File: src/rtl/intersection_controller.sv
// intersection_controller
//   Shared-phase controller for a two-way intersection (main street, side
//   street) with an optional pedestrian crossing. Main street rests on green;
//   side-street and pedestrian requests are latched and served in a fixed,
//   conflict-free phase order. Night mode flashes main yellow / side red.
//
//   Optional feature macro: PED_CROSSING_EN (pedestrian latch, walk lamp, ack).
//
// Ports
//   clk       in   clock
//   reset     in   asynchronous, active-high reset
//   day       in   1 = normal sequencing, 0 = night flash requested
//   side_req  in   side-street vehicle sensor (level)
//   ped_req   in   pedestrian button (level); ignored without PED_CROSSING_EN
//   main_r/y/g out main-street lamps
//   side_r/y/g out side-street lamps
//   ped_walk  out  walk lamp, lit during a served side-green phase
//   ped_ack   out  one-cycle pulse on the first cycle of a served walk phase
//   state_o   out  current state encoding (debug)
module intersection_controller #(
  parameter int unsigned CNT_W      = 8,
  parameter int unsigned GREEN_MIN  = 8,
  parameter int unsigned SIDE_GREEN = 6,
  parameter int unsigned YELLOW_T   = 3,
  parameter int unsigned ALLRED_T   = 2,
  parameter int unsigned BLINK_T    = 4
) (
  input  logic       clk,
  input  logic       reset,
  input  logic       day,
  input  logic       side_req,
  input  logic       ped_req,
  output logic       main_r,
  output logic       main_y,
  output logic       main_g,
  output logic       side_r,
  output logic       side_y,
  output logic       side_g,
  output logic       ped_walk,
  output logic       ped_ack,
  output logic [2:0] state_o
);

  typedef enum logic [2:0] {
    INIT   = 3'd0,
    MAIN_G = 3'd1,
    MAIN_Y = 3'd2,
    CLR1   = 3'd3,
    SIDE_G = 3'd4,
    SIDE_Y = 3'd5,
    CLR2   = 3'd6,
    NIGHT  = 3'd7
  } state_t;

  // Last timer value of each timed phase (a phase of D cycles exits at D-1).
  localparam logic [CNT_W-1:0] GREEN_LAST  = CNT_W'(GREEN_MIN - 1);
  localparam logic [CNT_W-1:0] SIDE_LAST   = CNT_W'(SIDE_GREEN - 1);
  localparam logic [CNT_W-1:0] YELLOW_LAST = CNT_W'(YELLOW_T - 1);
  localparam logic [CNT_W-1:0] ALLRED_LAST = CNT_W'(ALLRED_T - 1);
  localparam logic [CNT_W-1:0] BLINK_LAST  = CNT_W'(BLINK_T - 1);
  localparam logic [CNT_W-1:0] TIMER_MAX   = {CNT_W{1'b1}};

  state_t           state;
  state_t           state_nxt;
  logic [CNT_W-1:0] timer;
  logic             side_pend;
  logic             ped_pend;
  logic             night_pend;
  logic             blink;
  logic             serve_req;
  logic             state_chg;
  logic             enter_side;
  logic             enter_night;

  assign state_chg   = (state_nxt != state);
  assign enter_side  = (state_nxt == SIDE_G) && (state != SIDE_G);
  assign enter_night = (state_nxt == NIGHT) && (state != NIGHT);

`ifdef PED_CROSSING_EN
  logic ped_srv;

  assign serve_req = side_pend | ped_pend;

  // Pedestrian latch: a request present on the SIDE_G entry edge is consumed.
  always_ff @(posedge clk or posedge reset) begin
    if (reset) begin
      ped_pend <= 1'b0;
      ped_srv  <= 1'b0;
    end else begin
      if (enter_side) begin
        ped_pend <= 1'b0;
        ped_srv  <= ped_pend;
      end else if (ped_req) begin
        ped_pend <= 1'b1;
      end
    end
  end

  assign ped_walk = ped_srv && (state == SIDE_G);
  // Timer is 0 only on the first cycle of SIDE_G.
  assign ped_ack  = ped_walk && (timer == '0);
`else
  logic unused_ped_req;

  assign unused_ped_req = ped_req;
  assign ped_pend       = 1'b0;
  assign serve_req      = side_pend;
  assign ped_walk       = 1'b0;
  assign ped_ack        = 1'b0;
`endif

  // State register
  always_ff @(posedge clk or posedge reset) begin
    if (reset) state <= INIT;
    else       state <= state_nxt;
  end

  // Next-state logic
  always_comb begin
    state_nxt = state;
    case (state)
      INIT:   if (timer == ALLRED_LAST) state_nxt = MAIN_G;
      MAIN_G: if (!day || (serve_req && (timer >= GREEN_LAST))) state_nxt = MAIN_Y;
      MAIN_Y: if (timer == YELLOW_LAST) state_nxt = CLR1;
      CLR1:   if (timer == ALLRED_LAST) state_nxt = night_pend ? NIGHT : SIDE_G;
      SIDE_G: if (timer == SIDE_LAST)   state_nxt = SIDE_Y;
      SIDE_Y: if (timer == YELLOW_LAST) state_nxt = CLR2;
      CLR2:   if (timer == ALLRED_LAST) state_nxt = MAIN_G;
      NIGHT:  if (day) state_nxt = INIT;
      default: state_nxt = INIT;
    endcase
  end

  // Phase timer: clears on state change and on each night half-period wrap.
  always_ff @(posedge clk or posedge reset) begin
    if (reset) begin
      timer <= '0;
    end else if (state_chg) begin
      timer <= '0;
    end else if ((state == NIGHT) && (timer == BLINK_LAST)) begin
      timer <= '0;
    end else if (timer != TIMER_MAX) begin
      timer <= timer + CNT_W'(1);
    end
  end

  // Night blink phase: starts lit on NIGHT entry.
  always_ff @(posedge clk or posedge reset) begin
    if (reset) begin
      blink <= 1'b1;
    end else if (enter_night) begin
      blink <= 1'b1;
    end else if ((state == NIGHT) && !state_chg && (timer == BLINK_LAST)) begin
      blink <= ~blink;
    end
  end

  // Night request: remembered from MAIN_G exit until NIGHT is entered.
  always_ff @(posedge clk or posedge reset) begin
    if (reset) begin
      night_pend <= 1'b0;
    end else if (enter_night) begin
      night_pend <= 1'b0;
    end else if ((state == MAIN_G) && state_chg && !day) begin
      night_pend <= 1'b1;
    end
  end

  // Side-street latch: a request present on the SIDE_G entry edge is consumed.
  always_ff @(posedge clk or posedge reset) begin
    if (reset) begin
      side_pend <= 1'b0;
    end else if (enter_side) begin
      side_pend <= 1'b0;
    end else if (side_req) begin
      side_pend <= 1'b1;
    end
  end

  // Lamp decode from registered state.
  always_comb begin
    main_r = 1'b0;
    main_y = 1'b0;
    main_g = 1'b0;
    side_r = 1'b0;
    side_y = 1'b0;
    side_g = 1'b0;
    case (state)
      MAIN_G: begin main_g = 1'b1; side_r = 1'b1; end
      MAIN_Y: begin main_y = 1'b1; side_r = 1'b1; end
      SIDE_G: begin main_r = 1'b1; side_g = 1'b1; end
      SIDE_Y: begin main_r = 1'b1; side_y = 1'b1; end
      NIGHT:  begin main_y = blink; side_r = blink; end
      default: begin main_r = 1'b1; side_r = 1'b1; end
    endcase
  end

  assign state_o = 3'(state);

endmodule

File: config.mk
export PLATFORM = sky130hd
export DESIGN_NAME = intersection_controller
export DESIGN_NICKNAME = d
export VERILOG_FILES = /design/src/rtl/intersection_controller.sv
export SDC_FILE = /design/constraint.sdc
export NUM_CORES = 1
export LEC_CHECK = 0
export ABC_AREA = 0
export BUFFER_PORTS_ARGS = -buffer_cell sky130_fd_sc_hd__buf_2
export CORE_MARGIN = 2
export CORE_UTILIZATION = 60
export CTS_CLUSTER_DIAMETER = 100
export DETAILED_ROUTE_END_ITERATION = 10
export PLACE_DENSITY = 0.8
export SLEW_MARGIN = 20
export SYNTH_ARGS = -nofsm -noshare
export SYNTH_HDL_FRONTEND = slang
export SYNTH_SLANG_ARGS = --single-unit
File: constraint.sdc
create_clock -name clk -period 3.2 [get_ports clk]
set_input_delay 0.32 -clock clk [delete_from_list [all_inputs] [get_ports clk]]
set_output_delay 0.32 -clock clk [all_outputs]
set_load 0.01 [all_outputs]
---- Word-level counts from Yosys, hierarchy flattened ----
Cells that the tools add are included.
storage, ports and cells
  register bits ........................... 14
  input bits .............................. 5
  output and inout bits ................... 11
  logic and storage cells ................. 68
cells by class
  $add $sub $neg .......................... 1
  $lt $le $gt $ge ......................... 1
  eq/ne operators ......................... 17
  mux-type cells .......................... 24
  bitwise gates (word level) .............. 1
  reduce and logical (&&, ||, !) cells .... 19
operator list
  cell                                                                   number
  8-bit 2-to-1 mux                                                       3
  3-bit 2-to-1 mux                                                       7
  3-bit one-hot mux with 7 select lines                                  1
  3-bit equality test, second input constant                             6
  8-bit by 2-bit equality test with 1-bit output, second input constant  2
  1-bit 2-to-1 mux                                                       10
  8-bit by 1-bit adder with 8-bit output, second input constant          1
  8-bit by 1-bit equality test with 1-bit output, second input constant  1
  8-bit by 3-bit equality test with 1-bit output, second input constant  1
  8-bit by 3-bit >= comparator with 1-bit output, second input constant  1
  1-bit logical AND                                                      8
  8-bit != test, second input constant                                   1
  3-bit by 2-bit equality test with 1-bit output, second input constant  2
  3-bit != test, second input constant                                   2
  2-bit nonzero test                                                     3
  1-bit one-hot mux with 2 select lines                                  2
  2-bit OR reduction                                                     2
  3-bit by 1-bit equality test with 1-bit output, second input constant  1
  3-bit zero test                                                        1
  3-bit != test                                                          1
  3-bit nonzero test                                                     1
  3-bit OR reduction                                                     1
  1-bit zero test                                                        2
  2-bit 2-to-1 mux                                                       1
  other kinds (2)                                                        2

---- Logic depth before layout (Yosys ltp) ----
  depth after elaboration ................. 11
  gate-level depth with buffers ........... 8
  mapped depth without buffers ............ 8

---- Worst setup path before layout ----
Ideal clock, no wire load.
  path type ............................... reg2reg
  from .................................... register state[2] (netlist: state_o[2])
  to ...................................... register timer[6]
  setup time .............................. 131 ps
  data arrival time ....................... 1,956 ps
  required time ........................... 3,069 ps
  setup slack ............................. 1,112 ps
  cell stages (with the launch flop) ...... 8
  path buffers ............................ 1
  period minus slack after synthesis ...... 2,088 ps
  path through ............................ dfrtp_1 > buf_2 > nor3b_1 > o21ai_0 > a31oi_1 > a211oi_1 > mux2i_4 > nor3_1
on the way
  cells in the longest elaborated chain, start to end .. 5
  elaborated cells between the ends (all ways) .. 22
  classes of those cells .................. eq/ne: 8; mux: 10; reduce/logical: 4
RTL lines
  item                                                                     line  RTL
  start, declared                                                          63    state_t state;
  start signal, assigned                                                   115   else state <= state_nxt;
  3-bit equality test or 3-bit zero test (tied branches)                   121   case (state)
  2-bit OR reduction (no source line)                                      n/a
  3-bit one-hot mux with 7 select lines                                    121
  3-bit != test                                                            75    assign state_chg = (state_nxt != state);
  3-bit nonzero test (no source line) or 8-bit 2-to-1 mux (tied branches)  n/a
  end signal, assigned                                                     143   timer <= timer + CNT_W'(1);
  end, declared                                                            65    logic [CNT_W-1:0] timer;
Parallel ways exist; a longest one is shown, timed or not.
A chain may end at the register's enable or synchronous reset.

---- Worst setup path after layout ----
  from .................................... register timer[1]
  to ...................................... register blink
on the way
  cells in the longest elaborated chain, start to end .. 10
  elaborated cells between the ends (all ways) .. 22
  classes of those cells .................. order compare: 1; eq/ne: 6; mux: 8; reduce/logical: 7
RTL lines
  item                                            line  RTL
  8-bit by 3-bit >= comparator with 1-bit output  123   MAIN_G: if (!day || (serve_req && (timer >= GREEN_LAST))) state_nxt = MAIN_Y;
  1-bit logical AND                               123
  1-bit logical OR                                123
  3-bit 2-to-1 mux                                123
  3-bit one-hot mux with 7 select lines           121
  3-bit != test                                   75
  1-bit zero test                                 153   end else if ((state == NIGHT) && !state_chg && (timer == BLINK_LAST)) begin
  1-bit logical AND (2 in series)                 153
  2-bit nonzero test (no source line)             n/a
  end signal, assigned                            154   blink <= ~blink;
  end, declared                                   69    logic blink;
Parallel ways exist; a longest one is shown, timed or not.

==> Implementation_results.wiki <==
{| class="wikitable"
! Metric !! Value
|-
| Outcome || complete, no violations
|-
| Routability Congestion || between 0.9 and 1
|-
| Total count of max-transition violations in the final report || 0
|-
| Commonest cells in the netlist || sky130_fd_sc_hd__nor2_1 (15), sky130_fd_sc_hd__dfrtp_1 (13), sky130_fd_sc_hd__inv_1 (10), sky130_fd_sc_hd__o21ai_0 (9), sky130_fd_sc_hd__nand3_1 (8)
|-
| Area of the die || approximately 2100 µm²
|-
| Gate count after technology mapping || ~130
|-
| Number of rows in the core area || 15
|-
| Area taken by multi-input logic gates || between 600 and 700 µm²
|-
| Clock edge transition at the registers on the reported setup and hold paths || 0.09 ns
|-
| Total clock sinks || 14
|-
| Library cells used by synthesis || 48
|-
| Number of buffers created by CTS || 3
|-
| Count of antenna-violating nets left after detailed routing || 0
|-
| Die span in x || 46.30 µm
|-
| Max Clock Skew || 0.004809 ns
|-
| Count of buffers inserted at the top-level ports || 12
|-
| Sequential cell area in the final layout || approximately 350 µm²
|-
| Final Setup Violations || 0
|-
| Total global routing track utilization || 0.2530
|-
| Antenna diodes || 0
|-
| CTS H-tree depth || 1
|-
| DRT iter0 DRCs || 50
|-
| CP Data Arrival Time || 2.57 ns
|-
| Number of enable-type register cells in the synthesized netlist || 0
|-
| Post-synth top flop || sky130_fd_sc_hd__dfrtp_1
|-
| Post-synthesis sequential element count || 14
|-
| Fillers || approximately 140
|-
| MaxCap Viol Count || 0
|-
| Worst path required time || around 3.4 ns
|-
| Worst setup slack for register-to-register paths || 0.86 ns
|-
| Proportion of netlist area held by the largest area contributor || 0.3030
|-
| Number of antenna violations at the first check in global routing || 0
|-
| Number of hold-repair buffers added at the cts stage || 0
|-
| Class of the tightest hold or removal check || input port to async pin
|-
| Final worst-path cycle share || 0.7324
|-
| Dpl hpwl || roughly 1700 µm
|-
| Slew margin rel. || 0.6179
|-
| Wire length per cell || 14.25 µm
|-
| Area of the core region || approximately 1700 µm²
|-
| Unrepaired setup endpoints after global routing || false
|-
| Worst-case clock buffer depth || 2
|-
| Cell with the most instances after synthesis || sky130_fd_sc_hd__nor2_1
|-
| Setup slack after layout || roughly 0.86 ns
|-
| Placed instance area || 1121 µm²
|-
| Leakage power summed over all cells || about 0.54 nW
|-
| Final routed wirelength across all metal layers || approximately 2300 µm
|-
| Sum of negative setup slack || 0 ns
|-
| Hold violation total from the final report || 0
|-
| Initial DRT Pass Iterations || 4
|-
| Warnings, synthesis || 0
|-
| Worst skew pair latency || 0.29 ns
|-
| Sequential cell area fraction in the yosys report || 0.3275
|-
| Number of primary I/O pins || 16
|-
| Fin nets || 144
|-
| Highest net fanout along the worst path || 5
|-
| Overall via count from detail_route || between 900 and 1,000
|-
| Vias in the first global route || about 840
|-
| Starting density of the core || 0.6286
|-
| Post-route cell area || between 1000 and 1500 µm²
|-
| Post-Syn Area || 1074 µm²
|-
| Overall overflow remaining after global route || 0
|-
| Leading post-synthesis cells by cell area || sky130_fd_sc_hd__dfrtp_1 (30%), sky130_fd_sc_hd__nor2_1 (5.2%), sky130_fd_sc_hd__o21ai_0 (4.2%)
|-
| Number of remaining DRC errors || 0
|-
| Synth area leader || sky130_fd_sc_hd__dfrtp_1
|-
| Achievable clock frequency || approximately 430 MHz
|-
| Count of instances resized after the clock tree is built || 0
|-
| Area growth from synthesis to layout || 6.876%
|-
| Worst-Margin Slew || 0.5732 ns
|-
| Minimum period implied by the final worst setup slack || between 2 and 2.5 ns
|-
| IR drop worst, VDD || 0.2729 mV
|-
| Post-DR vias/cell || 5.944
|-
| CP Capture Type || flop
|-
| Post-CTS setup buffer count || 0
|-
| TritonCTS clock tree || done
|-
| Worst slack after detailed placement || just under 0.9 ns
|-
| Maximum number of pins on one net before global-route repair || 21
|-
| Wire length of the first global-routing pass || ~3700 µm
|-
| Fraction of final layout cells sized beyond drive strength 1 || 0.2000
|-
| Depth of the most critical reg-to-reg path || 8
|-
| Category of the critical setup timing path || flop to flop
|-
| Syn Area/Cell || 8.520 µm²
|-
| Total power divided by cell area || between 200 and 300 nW/µm²
|-
| Clock root cell || sky130_fd_sc_hd__clkbuf_4
|-
| Worst setup SP type || flop
|-
| Share of the core filled with cells || 0.6718
|-
| Die extent in y || approximately 46 µm
|-
| Proportion of register bits with asynchronous set or reset after synthesis || 1.000
|}
==> registers in the layout, indices dropped and copies added, names as in the netlist <==
register    count
blink           1
night_pend      1
serve_req       1
state_o         3
timer           8
==> power by group <==
part	leakage, nW	internal, W	switching (W)	total [W]
clock	0.0150	0.0000485	0.0000596	0.000108
sequential	0.135	0.000178	0.000000535	0.000178
combinational	0.391	0.00000287	0.00000819	0.0000111
==> worst max-delay path: stages (launching register included) <==
cell	delay [ns]
sky130_fd_sc_hd__dfrtp_1	0.42
sky130_fd_sc_hd__inv_1	0.07
sky130_fd_sc_hd__ha_1	0.22
sky130_fd_sc_hd__nor4b_4	0.28
sky130_fd_sc_hd__nand2_2	0.12
sky130_fd_sc_hd__o311a_1	0.38
sky130_fd_sc_hd__a311oi_2	0.39
sky130_fd_sc_hd__o22ai_1	0.15
sky130_fd_sc_hd__a31o_1	0.24
==> per-stage QoR <==
stage,cells,total power (W),hold WS [ns]
finish,160,0.0002977,0.05271
global route,160,0.0003094,0.1084
CTS,160,0.0003010,0.06995
detailed placement,156,0.0001931,0.3875
global placement,156,0.0001927,0.3813
floorplan,127,0.0001903,0.2085
==> cells in the final DEF, fill, tap and decap left out, drive strengths merged, types with 2 or more instances in the layout <==
cell type,netlist,layout
and2,2,2
mux2i,2,2
xnor2,2,2
buf,5,12
nand3,8,8
nor2,15,15
dfrtp,13,13
o21ai,9,9
nand2,8,8
a21oi,7,7
nor3b,2,2
a31oi,3,3
or3,2,2
ha,3,3
and3,4,4
nor3,4,4
a211oi,3,3
inv,10,10
conb,1,2
clkbuf,3,4
==> metal layers <==
metal,track usage,share of wire
met5,0,0
met4,0.1429,0.017
met3,0.06275,0.061
met2,0.3389,0.45
met1,0.3641,0.47
==> final timing paths <==
| path | startpoint | to |
|---|---|---|
| min in group clk | side_req | serve_req |
| max in group asynchronous | reset | blink |
| hold reg to reg | serve_req | serve_req |
| setup / recovery | timer[1] | blink |
| setup reg to reg | timer[1] | blink |
| hold / removal | reset | timer[6] |
==> logic make-up (layout without fill, tap and decap cells) <==
family | after synthesis | count (layout) | synth area share
AOI/OAI and AO/OA | 35 | 35 | 0.2226
xor gates and xnor gates | 2 | 2 | 0.01632
adders and majority gates | 3 | 3 | 0.03497
buffers and inverters | 18 | 26 | 0.07925
DFF | 14 | 14 | 0.3275
muxes | 3 | 3 | 0.04079
other | 1 | 2 | 0.003493
and+or+nand+nor | 50 | 50 | 0.2751
==> area by class of cell <==
type,count,share of cell area
multi-input cells,95,0.5583
flip-flops and latches,14,0.3064
repair buffers,12,0.05234
inverters,10,0.03272
well taps,25,0.02726
clock buffers,4,0.02290
No activity file was read; power rests on OpenSTA's default activity.
